$ cat config.mk
export PLATFORM = sky130hd
export DESIGN_NAME = if_fetch_unit_flat
export DESIGN_NICKNAME = d
export VERILOG_FILES = /design/src/rtl/if_fetch_unit_pkg.sv /design/src/rtl/if_fetch_unit_if.sv /design/src/rtl/if_fetch_unit_fifo.sv /design/src/rtl/if_fetch_unit.sv /design/src/flat_wrapper.sv
export SDC_FILE = /design/constraint.sdc
export NUM_CORES = 1
export LEC_CHECK = 0
export BUFFER_PORTS_ARGS = -buffer_cell sky130_fd_sc_hd__buf_2
export CORE_AREA = 5 5 167 169
export CTS_BUF_LIST = sky130_fd_sc_hd__clkbuf_8
export DETAILED_ROUTE_END_ITERATION = 8
export DIE_AREA = 0 0 172 174
export GPL_ROUTABILITY_DRIVEN = 0
export PLACE_DENSITY = 0.77
export RECOVER_POWER = 50
export SYNTH_ARGS = -nofsm -noshare
export SYNTH_HDL_FRONTEND = slang
export SYNTH_SLANG_ARGS = --single-unit
export TNS_END_PERCENT = 100
$ cat constraint.sdc
create_clock -name clk -period 3.4 [get_ports clk]
set_input_delay 0.34 -clock clk [delete_from_list [all_inputs] [get_ports clk]]
set_output_delay 0.34 -clock clk [all_outputs]
set_load 0.05 [all_outputs]
$ cat src/rtl/if_fetch_unit_pkg.sv
// Shared constants and types for the instruction-fetch stage, the IF/ID register and the decoder.
package if_fetch_unit_pkg;

  localparam int          PC_WIDTH_DEFAULT = 32;
  localparam logic [31:0] RESET_PC_DEFAULT = 32'h0000_0000;
  localparam logic [31:0] NOP_INST         = 32'h0000_0013;

  typedef logic [31:0] inst_t;

endpackage

$ cat src/rtl/if_fetch_unit_if.sv
// Instruction-memory request/grant/response bundle between the fetch unit and instruction memory.
interface if_fetch_unit_if
  import if_fetch_unit_pkg::*;
#(
  parameter int PC_WIDTH = PC_WIDTH_DEFAULT
);

  logic                imem_req;
  logic [PC_WIDTH-1:0] imem_addr;
  logic                imem_gnt;
  logic                imem_rvalid;
  inst_t               imem_rdata;

  modport master (
    output imem_req,
    output imem_addr,
    input  imem_gnt,
    input  imem_rvalid,
    input  imem_rdata
  );

  modport slave (
    input  imem_req,
    input  imem_addr,
    output imem_gnt,
    output imem_rvalid,
    output imem_rdata
  );

endinterface

$ cat src/rtl/if_fetch_unit_fifo.sv
// Small synchronous FIFO with flush; the head word is always visible, and push-when-full or pop-when-empty is ignored.
module if_fifo #(
  parameter int WIDTH = 8,
  parameter int DEPTH = 4,
  localparam int AW = (DEPTH > 1) ? $clog2(DEPTH) : 1,
  localparam int CW = $clog2(DEPTH + 1)
) (
  input  logic             clk,
  input  logic             rst,
  input  logic             push,
  input  logic             pop,
  input  logic             flush,
  input  logic [WIDTH-1:0] din,
  output logic [WIDTH-1:0] head,
  output logic [CW-1:0]    count
);

  logic [WIDTH-1:0] mem [DEPTH];
  logic [AW-1:0]    rd_ptr;
  logic [AW-1:0]    wr_ptr;
  logic [CW-1:0]    count_q;
  logic             do_push;
  logic             do_pop;

  function automatic logic [AW-1:0] incr(input logic [AW-1:0] p);
    return (p == AW'(DEPTH - 1)) ? '0 : p + 1'b1;
  endfunction

  assign do_push = push && (count_q < CW'(DEPTH));
  assign do_pop  = pop && (count_q != '0);

  always_ff @(posedge clk or posedge rst) begin
    if (rst) begin
      rd_ptr  <= '0;
      wr_ptr  <= '0;
      count_q <= '0;
    end else if (flush) begin
      rd_ptr  <= '0;
      wr_ptr  <= '0;
      count_q <= '0;
    end else begin
      if (do_push) wr_ptr <= incr(wr_ptr);
      if (do_pop)  rd_ptr <= incr(rd_ptr);
      count_q <= count_q + CW'(do_push) - CW'(do_pop);
    end
  end

  // Storage needs no reset; occupancy is tracked entirely by the pointers and count.
  always_ff @(posedge clk) begin
    if (do_push && !flush) mem[wr_ptr] <= din;
  end

  assign head  = mem[rd_ptr];
  assign count = count_q;

endmodule

$ cat src/rtl/if_fetch_unit.sv
// Fetch stage: owns the PC, issues credit-limited memory requests and buffers returned words for IF/ID.
module if_fetch_unit
  import if_fetch_unit_pkg::*;
#(
  parameter int                  PC_WIDTH   = PC_WIDTH_DEFAULT,
  parameter logic [PC_WIDTH-1:0] RESET_PC   = PC_WIDTH'(RESET_PC_DEFAULT),
  parameter int                  FIFO_DEPTH = 4,
  parameter int                  MAX_OUTST  = 2
) (
  input  logic                clk,
  input  logic                rst,
  input  logic                stall,
  input  logic                redirect_valid,
  input  logic [PC_WIDTH-1:0] redirect_pc,
  if_fetch_unit_if.master     imem,
  output logic                if_valid,
  output logic [PC_WIDTH-1:0] if_pc,
  output inst_t               if_inst
);

  localparam int FCW = $clog2(FIFO_DEPTH + 1);
  localparam int OCW = $clog2(MAX_OUTST + 1);

  logic [PC_WIDTH-1:0]    fetch_pc;
  logic [OCW-1:0]         outst_cnt;
  logic [OCW-1:0]         discard_cnt;
  logic [OCW-1:0]         outst_next;
  logic [FCW-1:0]         inst_cnt;
  logic [OCW-1:0]         tag_cnt;
  logic [PC_WIDTH-1:0]    tag_head;
  logic [PC_WIDTH+31:0]   inst_head;
  logic                   granted;
  logic                   rsp_ok;
  logic                   push_inst;
  logic                   pop_inst;

  // Credit check uses registered counts only, so req never depends on this cycle's gnt/rvalid.
  assign imem.imem_req  = !rst && !redirect_valid
                       && (int'(inst_cnt) + int'(outst_cnt) < FIFO_DEPTH)
                       && (int'(outst_cnt) < MAX_OUTST);
  assign imem.imem_addr = fetch_pc;

  assign granted    = imem.imem_req && imem.imem_gnt;
  assign rsp_ok     = imem.imem_rvalid && (outst_cnt != '0);
  assign push_inst  = rsp_ok && (discard_cnt == '0) && !redirect_valid;
  assign pop_inst   = if_valid && !stall && !redirect_valid;
  assign outst_next = outst_cnt + OCW'(granted) - OCW'(rsp_ok);

  always_ff @(posedge clk or posedge rst) begin
    if (rst) begin
      fetch_pc    <= RESET_PC;
      outst_cnt   <= '0;
      discard_cnt <= '0;
    end else begin
      outst_cnt <= outst_next;
      if (redirect_valid) begin
        fetch_pc    <= redirect_pc & ~PC_WIDTH'(3);
        discard_cnt <= outst_next;
      end else begin
        if (granted) fetch_pc <= fetch_pc + PC_WIDTH'(4);
        if (rsp_ok && (discard_cnt != '0)) discard_cnt <= discard_cnt - 1'b1;
      end
    end
  end

  // Tag FIFO pairs each returned word with its granted address; a redirect drops every live tag.
  if_fifo #(.WIDTH(PC_WIDTH), .DEPTH(MAX_OUTST)) u_tag_fifo (
    .clk   (clk),
    .rst   (rst),
    .push  (granted),
    .pop   (push_inst),
    .flush (redirect_valid),
    .din   (fetch_pc),
    .head  (tag_head),
    .count (tag_cnt)
  );

  if_fifo #(.WIDTH(PC_WIDTH + 32), .DEPTH(FIFO_DEPTH)) u_inst_fifo (
    .clk   (clk),
    .rst   (rst),
    .push  (push_inst),
    .pop   (pop_inst),
    .flush (redirect_valid),
    .din   ({tag_head, imem.imem_rdata}),
    .head  (inst_head),
    .count (inst_cnt)
  );

  assign if_valid = (inst_cnt != '0);
  assign if_pc    = if_valid ? inst_head[PC_WIDTH+31:32] : '0;
  assign if_inst  = if_valid ? inst_head[31:0] : NOP_INST;

  a_no_orphan_rvalid: assert property (@(posedge clk) disable iff (rst)
    !(imem.imem_rvalid && (outst_cnt == '0)));

  a_tag_accounting: assert property (@(posedge clk) disable iff (rst)
    int'(tag_cnt) + int'(discard_cnt) == int'(outst_cnt));

endmodule

$ cat src/flat_wrapper.sv
// flat-port wrapper written by rule: the top's interface ports become plain ports
module if_fetch_unit_flat import if_fetch_unit_pkg::*;
#(
  parameter int                  PC_WIDTH   = PC_WIDTH_DEFAULT,
  parameter logic [PC_WIDTH-1:0] RESET_PC   = PC_WIDTH'(RESET_PC_DEFAULT),
  parameter int                  FIFO_DEPTH = 4,
  parameter int                  MAX_OUTST  = 2
)
  (clk, rst, stall, redirect_valid, redirect_pc, if_valid, if_pc, if_inst, imem_imem_req, imem_imem_addr, imem_imem_gnt, imem_imem_rvalid, imem_imem_rdata);
  if_fetch_unit_if #(.PC_WIDTH(PC_WIDTH)) imem_i ();
  input  logic clk;
  input  logic rst;
  input  logic stall;
  input  logic redirect_valid;
  input  logic [PC_WIDTH-1:0] redirect_pc;
  output logic if_valid;
  output logic [PC_WIDTH-1:0] if_pc;
  output inst_t if_inst;
  output wire logic [$bits(imem_i.imem_req)-1:0] imem_imem_req;
  output wire logic [$bits(imem_i.imem_addr)-1:0] imem_imem_addr;
  input wire logic [$bits(imem_i.imem_gnt)-1:0] imem_imem_gnt;
  input wire logic [$bits(imem_i.imem_rvalid)-1:0] imem_imem_rvalid;
  input wire logic [$bits(imem_i.imem_rdata)-1:0] imem_imem_rdata;
  assign imem_imem_req = imem_i.imem_req;
  assign imem_imem_addr = imem_i.imem_addr;
  assign imem_i.imem_gnt = imem_imem_gnt;
  assign imem_i.imem_rvalid = imem_imem_rvalid;
  assign imem_i.imem_rdata = imem_imem_rdata;
  if_fetch_unit #(.PC_WIDTH(PC_WIDTH), .RESET_PC(RESET_PC), .FIFO_DEPTH(FIFO_DEPTH), .MAX_OUTST(MAX_OUTST)) u_core (.clk(clk), .rst(rst), .stall(stall), .redirect_valid(redirect_valid), .redirect_pc(redirect_pc), .imem(imem_i), .if_valid(if_valid), .if_pc(if_pc), .if_inst(if_inst));
endmodule
======== Word-level counts from Yosys, hierarchy flattened ========
Memories as Yosys holds them, arrays and structs flattened.
Cells that the tools add are included.
word-level totals
  register bits ........................... 47
  memory bits (writable) .................. 320
  output and inout bits ................... 98
  word-level logic and storage cells ...... 84
  memories ................................ 2
cells by class
  add/sub/neg operators ................... 13
  $lt $le $gt $ge ......................... 4
  equal/unequal tests ..................... 2
  muxes and demuxes ....................... 24
  reductions and logical operators ........ 30
memory list
  name                    depth  bits a word  read ports  clocked after Yosys merged registers in  wr ports  RTL line                  text
  u_core.u_inst_fifo.mem  4      64           1           0                                        1         if_fetch_unit_fifo.sv:18  logic [WIDTH-1:0] mem [DEPTH];
  u_core.u_tag_fifo.mem   2      32           1           0                                        1         if_fetch_unit_fifo.sv:18
operator list
  cell                   number
  $mux 32                4
  $add 32x3->32 const B  1
  $lt 32x4->1 const B    1
  $mux 2                 9
  $reduce_bool 2->1      9
  $logic_and 1x1->1      16
  $mux 1                 10
  $add 2x1->2            2
  $add 2x1->2 const B    2
  $add 3x2->4            1
  $eq 2x2->1 const B     2
  $lt 2x2->1 const B     2
  $sub 2x1->2            2
  $add 3x1->3            1
  $logic_not 1->1        3
  $lt 3x3->1 const B     1
  $mux 3                 1
  $reduce_bool 3->1      1
  $sub 3x1->3            1
  $add 1x1->1 const B    2
  $logic_not 2->1        1
  $sub 2x1->2 const B    1

======== Longest topological paths before layout ========
  depth after elaboration ................. 9
  mapped depth ............................ 11
  gate-level depth less buffers ........... 11

======== Cells and area by module ========
Synthesis repeated with hierarchy kept, for this count alone.
second synthesis, totals
  cells, all modules ...................... 816
  area total of the unflattened synthesis .. 14871.8 um2
modules (own cells, without submodules)
  module                         times used  cells each  area each (um2)
  if_fifo at u_core.u_inst_fifo  1           378         9681.8
  if_fifo at u_core.u_tag_fifo   1           121         2676.3
  if_fetch_unit                  1           317         2513.7

======== Least setup slack after synthesis ========
OpenSTA, ideal clock, no wires.
  path type ............................... register -> register
  start ................................... register u_core.u_inst_fifo.count_q[1] (netlist: u_core.u_inst_fifo.count[1])
  end ..................................... memory u_core.u_tag_fifo.mem[0][10] in the netlist's numbering, enable pin
  setup time .............................. 0.419 ns
  arrival time ............................ 2.566 ns
  required time ........................... 2.981 ns
  setup slack ............................. 0.416 ns
  stages on the path, launching flop included .. 7
  path buffers ............................ 0
  clock period less this slack ............ 2.984 ns
  cells stage by stage .................... dfrtp_1 > ha_1 > nand3_1 > nand4_2 > inv_2 > nand2b_1 > nor2_1
on the way
  word-level cells in the longest chain between the ends .. 9
RTL lines
  item                          RTL line                  text
  start: declaration            if_fetch_unit_fifo.sv:21  logic [CW-1:0] count_q;
  start signal: assignment      if_fetch_unit_fifo.sv:44  count_q <= count_q + CW'(do_push) - CW'(do_pop);
  $add 3x2->4                   if_fetch_unit.sv:39       && (int'(inst_cnt) + int'(outst_cnt) < FIFO_DEPTH)
  $lt 32x4->1                   if_fetch_unit.sv:39
  $logic_and 1x1->1             if_fetch_unit.sv:39
  $logic_and 1x1->1             if_fetch_unit.sv:40       && (int'(outst_cnt) < MAX_OUTST);
  $logic_and 1x1->1             if_fetch_unit.sv:43       assign granted = imem.imem_req && imem.imem_gnt;
  $logic_and 1x1->1             if_fetch_unit_fifo.sv:29  assign do_push = push && (count_q < CW'(DEPTH));
  $logic_and 1x1->1             if_fetch_unit_fifo.sv:50  if (do_push && !flush) mem[wr_ptr] <= din;
  $mux 1                        if_fetch_unit_fifo.sv:50
  $mux 1 (implied by the code)  if_fetch_unit_fifo.sv:50
  end: declaration              if_fetch_unit_fifo.sv:18
Every way passes these cells.

======== Worst setup path after layout ========
  start ................................... register u_core.u_inst_fifo.rd_ptr[0]
  end ..................................... output port if_pc[30]
on the way
  word-level cells in the longest chain between the ends .. 2
RTL lines
  item                      RTL line                  text
  start: declaration        if_fetch_unit_fifo.sv:19  logic [AW-1:0] rd_ptr;
  start signal: assignment  if_fetch_unit_fifo.sv:43  if (do_pop) rd_ptr <= incr(rd_ptr);
  $mem_v2 4x64              n/a
  $mux 32                   if_fetch_unit.sv:90       assign if_pc = if_valid ? inst_head[PC_WIDTH+31:32] : '0;
  end: declaration          flat_wrapper.sv:17        output logic [PC_WIDTH-1:0] if_pc;
Every way passes these cells.

==> results.txt <==
Status -> finished, final reports clean
Worst path top cell family by delay -> flip-flops
Ports -> 168
Clock-pin slew on the worst setup and hold paths -> 0.06 ns
Post-Route Setup TNS -> 0 ns
Drt total wl -> 28500 µm
Drt wl/cell -> 19.7 µm
Netlist Area Pre-Place -> 14200 µm²
Worst setup EP type -> output pin
Fillers -> 1896
CTS max path bufs -> 3
Die area -> 29900 µm²
Initial drt markers -> 444
Pin count of the biggest net entering global routing -> 67
Cts hold-fix bufs -> 57
Max Clock Freq -> 335 MHz
CTS H-tree depth -> 2
Gr usage total -> 0.192
Number of diodes -> 0
Global-route wire length before repair -> 45100 µm
Finished layout cell area -> 17100 µm²
P per Cell Area -> 719 nW/µm²
Yosys top cell area share -> 0.649
Chip width -> 172 µm
Leakage -> 6.08 nW
Area leader, netlist -> edfxtp_1
Fin cells -> 1443
Commonest non-fill, non-tap cells in the layout -> edfxtp_1, buf_2, clkbuf_1
Fin util -> 0.649
CP cell instances -> buf_4 -> mux4_2 -> nor2b_1 -> buf_2
Critical Path RT -> 3.06 ns
Port Buffer Count -> 161
Period utilization -> 0.877
Dpl cell area -> 15600 µm²
CTS tree -> yes
Cell Rows -> 60
Yosys warns -> 0
Core area -> 26400 µm²
Ys async rst share -> 0.127
Synth top area cells -> edfxtp_1, mux4_2, dfrtp_1, nor2b_1, mux2_2
Drt pass-1 iters -> 5
Nets -> 1140
Max incr delay on CP -> 0.75 ns
Initial antenna violation count -> 0
Drt drc -> 0
Setup Viol. Count Final -> 0
Clock Latency Late Sink -> 0.57 ns
Reg area -> 10400 µm²
Crit path buffers/inverters -> 2
Synth-to-layout area growth -> 20.3%
Most common cell after layout, fill and taps aside -> edfxtp_1
Max-Cap Viols -> 0
Die H -> 174 µm
Sequential fraction of the synthesis area -> 0.728
CP Data Arrival Time -> 2.64 ns
Via count -> 7927
RSZ-0062 raised after global routing -> no
Hold slack -> 0.0299 ns
Peak VDD IR -> 0.426 mV
Tmin final -> 2.98 ns
WS Path Type -> flip-flop to output pin
Vias in the first global route -> 8425
Routed Antenna Nets -> 0
Post-CTS setup buffers -> 0
Post-cts resize count -> 0
DR vias/cell -> 5.49
Max Slew Vio Count -> 0
Starting density of the core -> 0.539
Post-synth EDFFs -> 308
CTS Buf Count -> 55
Syn Inst Count -> 794
CP max-delay cell -> dfrtp_4
Layout cells sized above 1 -> 0.249
Synth unique cells -> 53
Worst clock skew -> 0.0116 ns
CTS sink count -> 353
GRT Residual Overflow -> 0
Startpoint Class -> flip-flop
Crit-path max FO -> 25
Worst Tran Pin Value -> 1.16 ns
Hold violation count in the final report -> 0
Clock root buffer -> clkbuf_8
Synthesis-stage register bit count -> 353
Placed Cells -> 1282
Rel. slew slack -> 0.229
Syn Area/Cell -> 17.9 µm²
Worst Hold Class -> input pin to flip-flop
Ys flop type -> edfxtp_1
Placed wire-length estimate -> 17400 µm
Footprint of the multi-input gates -> 3650 µm²
-- Yosys cell counts, drive strengths merged (4+ instances only) --
cell      n
o211ai    7
nor3     11
or3       4
nand2    37
o21ai    22
xnor2     9
ha       14
a21o      5
a21oi     6
edfxtp  308
a221o     5
mux2     31
buf      19
a31oi     4
nor2     22
inv      20
clkbuf   20
and2      5
nor2b    65
nand3    22
nand4    11
dfrtp    45
mux4     62
-- metrics by stage --
stage          worst slack [ns]  power [mW]
6_report                  0.419        12.3
5_1_grt                   0.205        12.9
4_1_cts                   0.312        12.5
3_5_place_dp              0.821        9.01
3_3_place_gp              0.830        8.96
2_1_floorplan             0.416        8.09
-- final timing paths --
path | start | endpoint | slack (ns) | cells after the start
max | u_core.u_inst_fifo.rd_ptr[0] | if_pc[30] | 0.42 | 4
min | redirect_pc[31] | u_core.imem.imem_addr[31] | 0.03 | 3
max reg2reg | u_core.u_inst_fifo.count[1] | u_core.u_tag_fifo.count[1] | 0.71 | 10
min reg2reg | u_core.imem.imem_addr[31] | u_core.u_tag_fifo.mem[1][31] | 0.58 | 0
max in group asynchronous | rst | u_core.u_inst_fifo.rd_ptr[0] | 1.25 | 4
min in group asynchronous | rst | u_core.imem.imem_addr[4] | 0.51 | 3
-- flip-flops by register name, indices dropped and copies added, names as in the netlist --
name / count
u_core.u_inst_fifo.mem: 248
u_core.outst_cnt: 2
u_core.u_tag_fifo.wr_ptr: 1
u_core.imem.imem_addr: 30
u_core.u_inst_fifo.wr_ptr: 2
u_core.u_inst_fifo.rd_ptr: 2
u_core.u_inst_fifo.count: 3
u_core.u_tag_fifo.mem: 60
u_core.discard_cnt: 2
u_core.u_tag_fifo.rd_ptr: 1
u_core.u_tag_fifo.count: 2
-- per-layer routing --
| metal | share of wire | vias to the layer above | GRT usage |
|---|---|---|---|
| met4 | 0.014 | 0 | 0.0452 |
| met5 | 0 | - | 0 |
| met1 | 0.43 | 3961 | 0.265 |
| met2 | 0.50 | 282 | 0.321 |
| met3 | 0.065 | 42 | 0.0366 |
| li1 | - | 3642 | - |
-- logic make-up (layout without fill, tap and decap cells) --
family,after synthesis,in the layout,synth area share
flops,353,353,0.728
simple gates,197,197,0.0801
xor+xnor,12,12,0.00738
compound gates,61,61,0.0285
buf+inv,59,364,0.0174
other cells,1,4,0.000263
fa+ha+maj,15,15,0.0137
mux,96,96,0.125
-- worst min-delay path, stage by stage --
cell and delay [ns]:
buf_2 0.09, nand2_1 0.05, o211ai_1 0.07
-- report_power, final --
| group | total (mW) | internal (mW) | switching, mW |
|---|---|---|---|
| Combinational | 3.65 | 1.12 | 2.53 |
| Clock | 3.43 | 1.88 | 1.55 |
| Sequential | 5.25 | 4.99 | 0.259 |
| Total | 12.3 | 7.99 | 4.33 |
-- area by class of cell --
type | count | share of cell area
clock buffers | 61 | 0.0490
clock inverters | 43 | 0.0152
inverters | 20 | 0.00438
multi-input cells | 385 | 0.213
flip-flops and latches | 353 | 0.605
well taps | 341 | 0.0249
repair buffers | 240 | 0.0883
Power figures use the tool's default switching activity.
